[src/rtl/fpu_issue_ctrl.sv]
// fpu_issue_ctrl: issue-side sequencer between FP decode and FP execute, producing registered
// writeback and fflags updates. Define FPU_ISSUE_TIMEOUT_EN to enable the multi-cycle watchdog.
module fpu_issue_ctrl #(
    parameter int TIMEOUT = 64
) (
    input  logic        clock,
    input  logic        reset,
    input  logic        iss_valid,
    input  logic        iss_multi,
    input  logic        iss_fwren,
    input  logic        iss_wren,
    input  logic        iss_fflags_en,
    input  logic [4:0]  iss_waddr,
    input  logic        flush,
    output logic        iss_ready,
    output logic        exe_enable,
    input  logic        exe_ready,
    input  logic [31:0] exe_result,
    input  logic [4:0]  exe_fflags,
    output logic        wb_fwren,
    output logic        wb_wren,
    output logic [4:0]  wb_waddr,
    output logic [31:0] wb_wdata,
    output logic        csr_fpunit,
    output logic [4:0]  csr_fflags,
    output logic        busy,
    output logic        timeout
);

    typedef enum logic [1:0] {
        IDLE  = 2'd0,
        WAIT  = 2'd1,
        DRAIN = 2'd2
    } state_t;

    state_t      state_r;
    state_t      state_nxt_s;

    logic        accept_s;
    logic        take_iss_s;
    logic        load_s;
    logic        expire_s;
    logic        timeout_s;

    logic        cap_fwren_r;
    logic        cap_wren_r;
    logic        cap_fflags_en_r;
    logic [4:0]  cap_waddr_r;

    logic        sel_fwren_s;
    logic        sel_wren_s;
    logic        sel_fflags_en_s;
    logic [4:0]  sel_waddr_s;

    logic        wb_fwren_r;
    logic        wb_wren_r;
    logic [4:0]  wb_waddr_r;
    logic [31:0] wb_wdata_r;
    logic        csr_fpunit_r;
    logic [4:0]  csr_fflags_r;

    // Integer writes to x0 are dropped; the FP file has no hardwired register.
    function automatic logic int_wr_en(input logic wren, input logic [4:0] waddr);
        return wren & (waddr != 5'd0);
    endfunction

`ifdef FPU_ISSUE_TIMEOUT_EN
    localparam logic [7:0] TO_LAST = 8'(TIMEOUT - 1);

    logic [7:0] cnt_r;

    // Watchdog counter: zero in IDLE, counts saturating while an op is outstanding.
    always_ff @(posedge clock) begin
        if (reset) begin
            cnt_r <= 8'd0;
        end else if ((state_r == WAIT) || (state_r == DRAIN)) begin
            if (cnt_r != 8'hFF) begin
                cnt_r <= cnt_r + 8'd1;
            end else begin
                cnt_r <= cnt_r;
            end
        end else begin
            cnt_r <= 8'd0;
        end
    end

    assign expire_s = (cnt_r == TO_LAST);
`else
    logic unused_timeout_s;

    assign unused_timeout_s = ^TIMEOUT;
    assign expire_s         = 1'b0;
`endif

    // State register.
    always_ff @(posedge clock) begin
        if (reset) begin
            state_r <= IDLE;
        end else begin
            state_r <= state_nxt_s;
        end
    end

    // Next-state and handshake decode; exe_ready wins over flush and over watchdog expiry.
    always_comb begin
        state_nxt_s = state_r;
        accept_s    = 1'b0;
        take_iss_s  = 1'b0;
        load_s      = 1'b0;
        timeout_s   = 1'b0;
        case (state_r)
            IDLE: begin
                if (iss_valid && !flush && !reset) begin
                    accept_s = 1'b1;
                    if (iss_multi) begin
                        state_nxt_s = WAIT;
                    end else begin
                        take_iss_s  = 1'b1;
                        load_s      = exe_ready;
                        state_nxt_s = IDLE;
                    end
                end else begin
                    state_nxt_s = IDLE;
                end
            end
            WAIT: begin
                if (exe_ready) begin
                    load_s      = !flush;
                    state_nxt_s = IDLE;
                end else if (expire_s) begin
                    timeout_s   = 1'b1;
                    state_nxt_s = IDLE;
                end else if (flush) begin
                    state_nxt_s = DRAIN;
                end else begin
                    state_nxt_s = WAIT;
                end
            end
            DRAIN: begin
                if (exe_ready) begin
                    state_nxt_s = IDLE;
                end else if (expire_s) begin
                    timeout_s   = 1'b1;
                    state_nxt_s = IDLE;
                end else begin
                    state_nxt_s = DRAIN;
                end
            end
            default: begin
                state_nxt_s = IDLE;
            end
        endcase
    end

    // Destination capture on every accepted instruction.
    always_ff @(posedge clock) begin
        if (reset) begin
            cap_fwren_r     <= 1'b0;
            cap_wren_r      <= 1'b0;
            cap_fflags_en_r <= 1'b0;
            cap_waddr_r     <= 5'd0;
        end else if (accept_s) begin
            cap_fwren_r     <= iss_fwren;
            cap_wren_r      <= iss_wren;
            cap_fflags_en_r <= iss_fflags_en;
            cap_waddr_r     <= iss_waddr;
        end else begin
            cap_fwren_r     <= cap_fwren_r;
            cap_wren_r      <= cap_wren_r;
            cap_fflags_en_r <= cap_fflags_en_r;
            cap_waddr_r     <= cap_waddr_r;
        end
    end

    // Single-cycle ops complete in the accept cycle, before the capture registers update.
    always_comb begin
        sel_fwren_s     = cap_fwren_r;
        sel_wren_s      = cap_wren_r;
        sel_fflags_en_s = cap_fflags_en_r;
        sel_waddr_s     = cap_waddr_r;
        if (take_iss_s) begin
            sel_fwren_s     = iss_fwren;
            sel_wren_s      = iss_wren;
            sel_fflags_en_s = iss_fflags_en;
            sel_waddr_s     = iss_waddr;
        end else begin
            sel_fwren_s     = cap_fwren_r;
            sel_wren_s      = cap_wren_r;
            sel_fflags_en_s = cap_fflags_en_r;
            sel_waddr_s     = cap_waddr_r;
        end
    end

    // Writeback and CSR registers: strobes pulse for one cycle, payload holds between pulses.
    always_ff @(posedge clock) begin
        if (reset) begin
            wb_fwren_r   <= 1'b0;
            wb_wren_r    <= 1'b0;
            wb_waddr_r   <= 5'd0;
            wb_wdata_r   <= 32'd0;
            csr_fpunit_r <= 1'b0;
            csr_fflags_r <= 5'd0;
        end else if (load_s) begin
            wb_fwren_r   <= sel_fwren_s;
            wb_wren_r    <= int_wr_en(sel_wren_s, sel_waddr_s);
            wb_waddr_r   <= sel_waddr_s;
            wb_wdata_r   <= exe_result;
            csr_fpunit_r <= sel_fflags_en_s;
            csr_fflags_r <= exe_fflags;
        end else begin
            wb_fwren_r   <= 1'b0;
            wb_wren_r    <= 1'b0;
            wb_waddr_r   <= wb_waddr_r;
            wb_wdata_r   <= wb_wdata_r;
            csr_fpunit_r <= 1'b0;
            csr_fflags_r <= csr_fflags_r;
        end
    end

    assign iss_ready  = accept_s;
    assign exe_enable = accept_s;
    assign busy       = (state_r != IDLE);
    assign timeout    = timeout_s & ~reset;
    assign wb_fwren   = wb_fwren_r;
    assign wb_wren    = wb_wren_r;
    assign wb_waddr   = wb_waddr_r;
    assign wb_wdata   = wb_wdata_r;
    assign csr_fpunit = csr_fpunit_r;
    assign csr_fflags = csr_fflags_r;

endmodule

[config.mk]
export PLATFORM = sky130hd
export DESIGN_NAME = fpu_issue_ctrl
export DESIGN_NICKNAME = d
export VERILOG_FILES = /design/src/rtl/fpu_issue_ctrl.sv
export SDC_FILE = /design/constraint.sdc
export NUM_CORES = 1
export LEC_CHECK = 0
export CAP_MARGIN = 20
export CORE_UTILIZATION = 43
export DETAILED_ROUTE_END_ITERATION = 16
export MAX_ROUTING_LAYER = met4
export PLACE_DENSITY = 0.84
export REMOVE_ABC_BUFFERS = 1
export SLEW_MARGIN = 25
export SYNTH_ARGS = -nofsm -noshare
export SYNTH_HDL_FRONTEND = slang
export SYNTH_SLANG_ARGS = --single-unit
[constraint.sdc]
create_clock -name clock -period 4.6 [get_ports clock]
set_clock_uncertainty 0.2 [all_clocks]
set_input_delay 0.92 -clock clock [delete_from_list [all_inputs] [get_ports clock]]
set_output_delay 0.92 -clock clock [all_outputs]
set_load 0.01 [all_outputs]
Word-level counts from Yosys, hierarchy flattened:

Cells that the tools add are included.

* memory bits (writable): 0
* memories kept: 0
* word-level logic and storage cells: 42
* bits in registers: 55
* output and inout port bits: 49
* ROM bits: 0
* bits in latches: 0
* bits of input ports: 51

* mux-type cells: 19
* magnitude comparators: 0
* equal/unequal tests: 2
* divide/modulo/power cells: 0
* shift operators: 0
* multiply operators: 0
* add/subtract/negate cells: 0
* reduce and logical (&&, ||, !) cells: 8
* bitwise operators: 2

Operators by type and width (count)
* 2-to-1 mux 1 bit: 12
* 2-to-1 mux 2 bit: 4
* one-hot mux 2 bit (3 select lines): 1
* 2-to-1 mux 5 bit: 1
* nonzero test 5 bit: 1
* equality test 2 x 1 -> 1 bit (second input constant): 1
* equality test 2 bit (second input constant): 1
* logical AND 1 bit: 2
* zero test 1 bit: 2
* zero test 2 bit: 1
* one-hot mux 1 bit (2 select lines): 1
* nonzero test 2 bit: 1
* OR reduction 2 bit: 1
* bitwise AND 1 bit: 1
* NOT 1 bit: 1

Depth between registers and ports, before layout:

* depth in word-level cells: 8
* gate-level depth with buffers: 6
* mapped depth without buffers: 4

Least setup slack after synthesis:

No wires, ideal clock.

* path kind: input to output
* start point: input port reset
* end point: output port iss_ready
* stages on the path: 4
* path slack: 1435 ps
* arrival time: 2045 ps
* cells stage by stage: or3_4 -> nor3b_2 -> buf_2 -> buf_4

* word-level cells in the longest chain between the ends: 4

Ends and longest elaborated chain
* start, declared: RTL line 7 `input logic reset,`
* zero test 1 bit: RTL line 113 `if (iss_valid && !flush && !reset) begin`
* logical AND 1 bit: RTL line 113
* 2-to-1 mux 1 bit: RTL line 113
* 2-to-1 mux 1 bit: RTL line 111 `case (state_r)`
* end, declared: RTL line 15 `output logic iss_ready,`

No other way between the ends.

Worst setup path after layout:

* start point: input port flush
* end point: output port iss_ready

* word-level cells in the longest chain between the ends: 5

Ends and longest elaborated chain
* start, declared: RTL line 14 `input logic flush,`
* zero test 1 bit: RTL line 113
* logical AND 1 bit (2 in a row): RTL line 113
* 2-to-1 mux 1 bit: RTL line 113
* 2-to-1 mux 1 bit: RTL line 111

No other way between the ends.

==> results.sh <==
export IMPL_routed_top_layer="met4"
export IMPL_cp_top_family="buffers and inverters"
export IMPL_yosysTopAreaCell="dfxtp_1"
export IMPL_synth_cells=251
export IMPL_maxSlewViolCount=0
export IMPL_crit_buf_inv=2
export IMPL_synth_compound_area_frac=0.1450
export IMPL_grt_overflow_total=0
export IMPL_clk_pin_slew_ns=0.09
export IMPL_p_leak_nw=1.130
export IMPL_met1_length_um=2155
export IMPL_timing_rr_end="wb_waddr[3]"
export IMPL_max_cap_viol_count=0
export IMPL_route_met3_wl_um=280
export IMPL_synthToLayoutAreaGrowth_pct=53.21
export IMPL_crit_top_cell="clkdlybuf4s50_1"
export IMPL_yosysUniqueCellTypes=25
export IMPL_end_kind="primary output"
export IMPL_layout_commonest_cell="clkdlybuf4s50_1"
export IMPL_crit_end="iss_ready"
export IMPL_wl_um=5061
export IMPL_grt_max_degree=57
export IMPL_r2r_start="state_r[0]"
export IMPL_gp_congestion=0.7556
export IMPL_grt_pass1_wl_um=8066
export IMPL_ys_warnings_count=0
export IMPL_synth_xor_area_share=0
export IMPL_synth_area_um2=2088
export IMPL_dieArea_um2=5139
export IMPL_reg2reg_depth=5
export IMPL_yosysTopAreaCellShare=0.5273
export IMPL_htree_levels=2
export IMPL_grtUsageTotal=0.2035
export IMPL_n_fill_cell=376
export IMPL_grt_pass1_vias=1835
export IMPL_relSlewSlack=0.5967
export IMPL_clock_latency_ns=0.29
export IMPL_tightest_slew_ns=0.5969
export IMPL_first_pass_iters=5
export IMPL_wl_per_cell_um=12.88
export IMPL_dieHeight_um=71.69
export IMPL_dr_first_iter_drc_count=105
export IMPL_postCtsSetupBuffers=0
export IMPL_cts_root_buf="clkbuf_8"
export IMPL_muxShareOfSynthArea=0.03895
export IMPL_synth_top_flop_cell="dfxtp_1"
export IMPL_crit_path_start="flush"
export IMPL_p_per_area_nw_per_um2=279.9
export IMPL_cts_buffers_inserted=5
export IMPL_worst_slack_ns=1.058
export IMPL_clock_sinks=55
export IMPL_pre_cts_slack_ns=1.058
export IMPL_initial_core_util=0.4636
export IMPL_worstPathRequired_ns=3.48
export IMPL_critPathMaxFanout=7
export IMPL_dr_wl_met2_um=2550
export IMPL_reg2reg_setup_slack_ns=2.42
export IMPL_cts_resized=0
export IMPL_rsz0062_at_grt="false"
export IMPL_ir_worst_vdd_v=0.0001261
export IMPL_period_minus_slack_ns=3.542
export IMPL_antenna_found_initial=0
export IMPL_die_w_um=71.69
export IMPL_hold_viol=0
export IMPL_arrival_ns=2.42
export IMPL_ctsLongestPathBuffers=2
export IMPL_final_nets=392
export IMPL_avgSynthCellArea_um2=8.320
export IMPL_hp_class="reg2reg"
export IMPL_row_count=24
export IMPL_crit_cells=3
export IMPL_synth_seq_cells=55
export IMPL_yosys_area_share_adder=0
export IMPL_dpl_hpwl_um=3438
export IMPL_io_pins=100
export IMPL_period_share=0.7701
export IMPL_synth_top_family_by_area="simple AND/OR/NAND/NOR gates"
export IMPL_async_flop_share=0
export IMPL_portBuffers=98
export IMPL_setup_viol=0
export IMPL_drc_errors=0
export IMPL_cts_tree="yes"
export IMPL_critical_path_class="in2out"
export IMPL_outcome="finished, final reports clean"
export IMPL_fmax_mhz=282.3
export IMPL_core_area_um2=4504
export IMPL_final_cell_mix="97 x clkdlybuf4s50_1, 83 x nand2_1, 55 x dfxtp_1, 38 x a21oi_1, 10 x o21ai_0"
export IMPL_cts_hold_fix_buffers=0
export IMPL_yosys_area_share_simple=0.2421
export IMPL_crit_path_start_kind="primary input"
export IMPL_vias=1998
export IMPL_tns_ns=0
export IMPL_worstPathCellList="clkdlybuf4s50_1, nor3b_2, clkdlybuf4s50_1"
export IMPL_synth_edf_count=0
export IMPL_drive_gt1_frac=0.04985
export IMPL_ys_seq_area_frac=0.5273
export IMPL_antenna_left=0
export IMPL_vias_per_cell=5.084
export IMPL_cpPeakStageDelay_ns=0.61
export IMPL_antennaDiodeCount=0
export IMPL_worst_path_max_delay_cell="clkdlybuf4s50_1"
export IMPL_ys_top_cells_by_area="dfxtp_1 53%, nand2_1 15%, a21oi_1 9.3%"
[per-layer routing]
metal  vias up  GRT usage
li1       1007          -
met1       919     0.2312
met2        63     0.3553
met3         9    0.04219
met4         0    0.06972
met5         -          -
[cell type report]
class | count | area [um^2] | share of cell area
Clock inverter | 1 | 30.03 | 0.009386
Tap cell | 52 | 65.06 | 0.02034
Multi-Input combinational cell | 177 | 904.6 | 0.2828
Timing Repair Buffer | 102 | 1026 | 0.3207
Sequential cell | 55 | 1101 | 0.3442
Clock buffer | 6 | 72.57 | 0.02268
[kinds of logic (layout without fill, tap and decap cells)]
family          count (synthesis)  after routing
buf+inv                        19            109
simple gates                  111            111
compound gates                 57             57
other cells                     1              1
mux                             8              8
flops                          55             55
[worst register-to-register path: stages, from the launching register on]
cell and delay, ns:
dfxtp_1 0.46, nor4bb_1 0.59, a21o_1 0.14, buf_4 0.40, nor2_1 0.09, a211oi_1 0.22
[state kept, by name, summed over array words and instances, names as in the netlist]
signal	cells
wb_wdata	32
cap_waddr_r	5
csr_fflags	5
wb_waddr	5
state_r	2
cap_fflags_en_r	1
cap_fwren_r	1
cap_wren_r	1
csr_fpunit	1
wb_fwren	1
wb_wren	1
[power breakdown]
part | total, W | switching, W | leakage (nW) | internal [W]
combinational | 0.000105 | 0.0000402 | 0.633 | 0.0000646
clock | 0.000298 | 0.000139 | 0.0513 | 0.000160
sequential | 0.000492 | 0.00000591 | 0.445 | 0.000486
total | 0.000896 | 0.000185 | 1.13 | 0.000711
[worst min path at each step]
stage	start	endpoint	depth (start not counted)
global placement	wb_wdata[28]	wb_wdata[28]	2
CTS	wb_wdata[5]	wb_wdata[5]	2
finish	wb_wdata[10]	wb_wdata[10]	2
floorplan	cap_wren_r	cap_wren_r	2
detailed placement	wb_wdata[26]	wb_wdata[26]	2
global route	wb_wdata[20]	wb_wdata[20]	2
[metrics by stage]
step                      hold WS (ns)  total power [W]  utilization  instance area [um^2]  instances
after detailed placement        0.2456        0.0006070       0.6814                  3069        385
final                           0.2575        0.0008955       0.7103                  3199        393
after CTS                       0.2582        0.0009046       0.7042                  3172        392
after floorplan                 0.2434        0.0005317            -                  1994        232
after global placement          0.2405        0.0006055       0.6814                  3069        385
after global routing            0.2785        0.0009317       0.7103                  3199        393
[synth_stat cells, types with 2 or more instances]
cell type  instances
a211oi_1           6
a21oi_1           39
buf_2              6
buf_4              2
clkbuf_1          10
dfxtp_1           55
mux2i_1            7
nand2_1           83
nand2b_1           8
nor2_1             5
nor3_1             4
nor4bb_1           3
o21ai_0           10
or4_1              2
No activity file was read; power rests on OpenSTA's default activity.
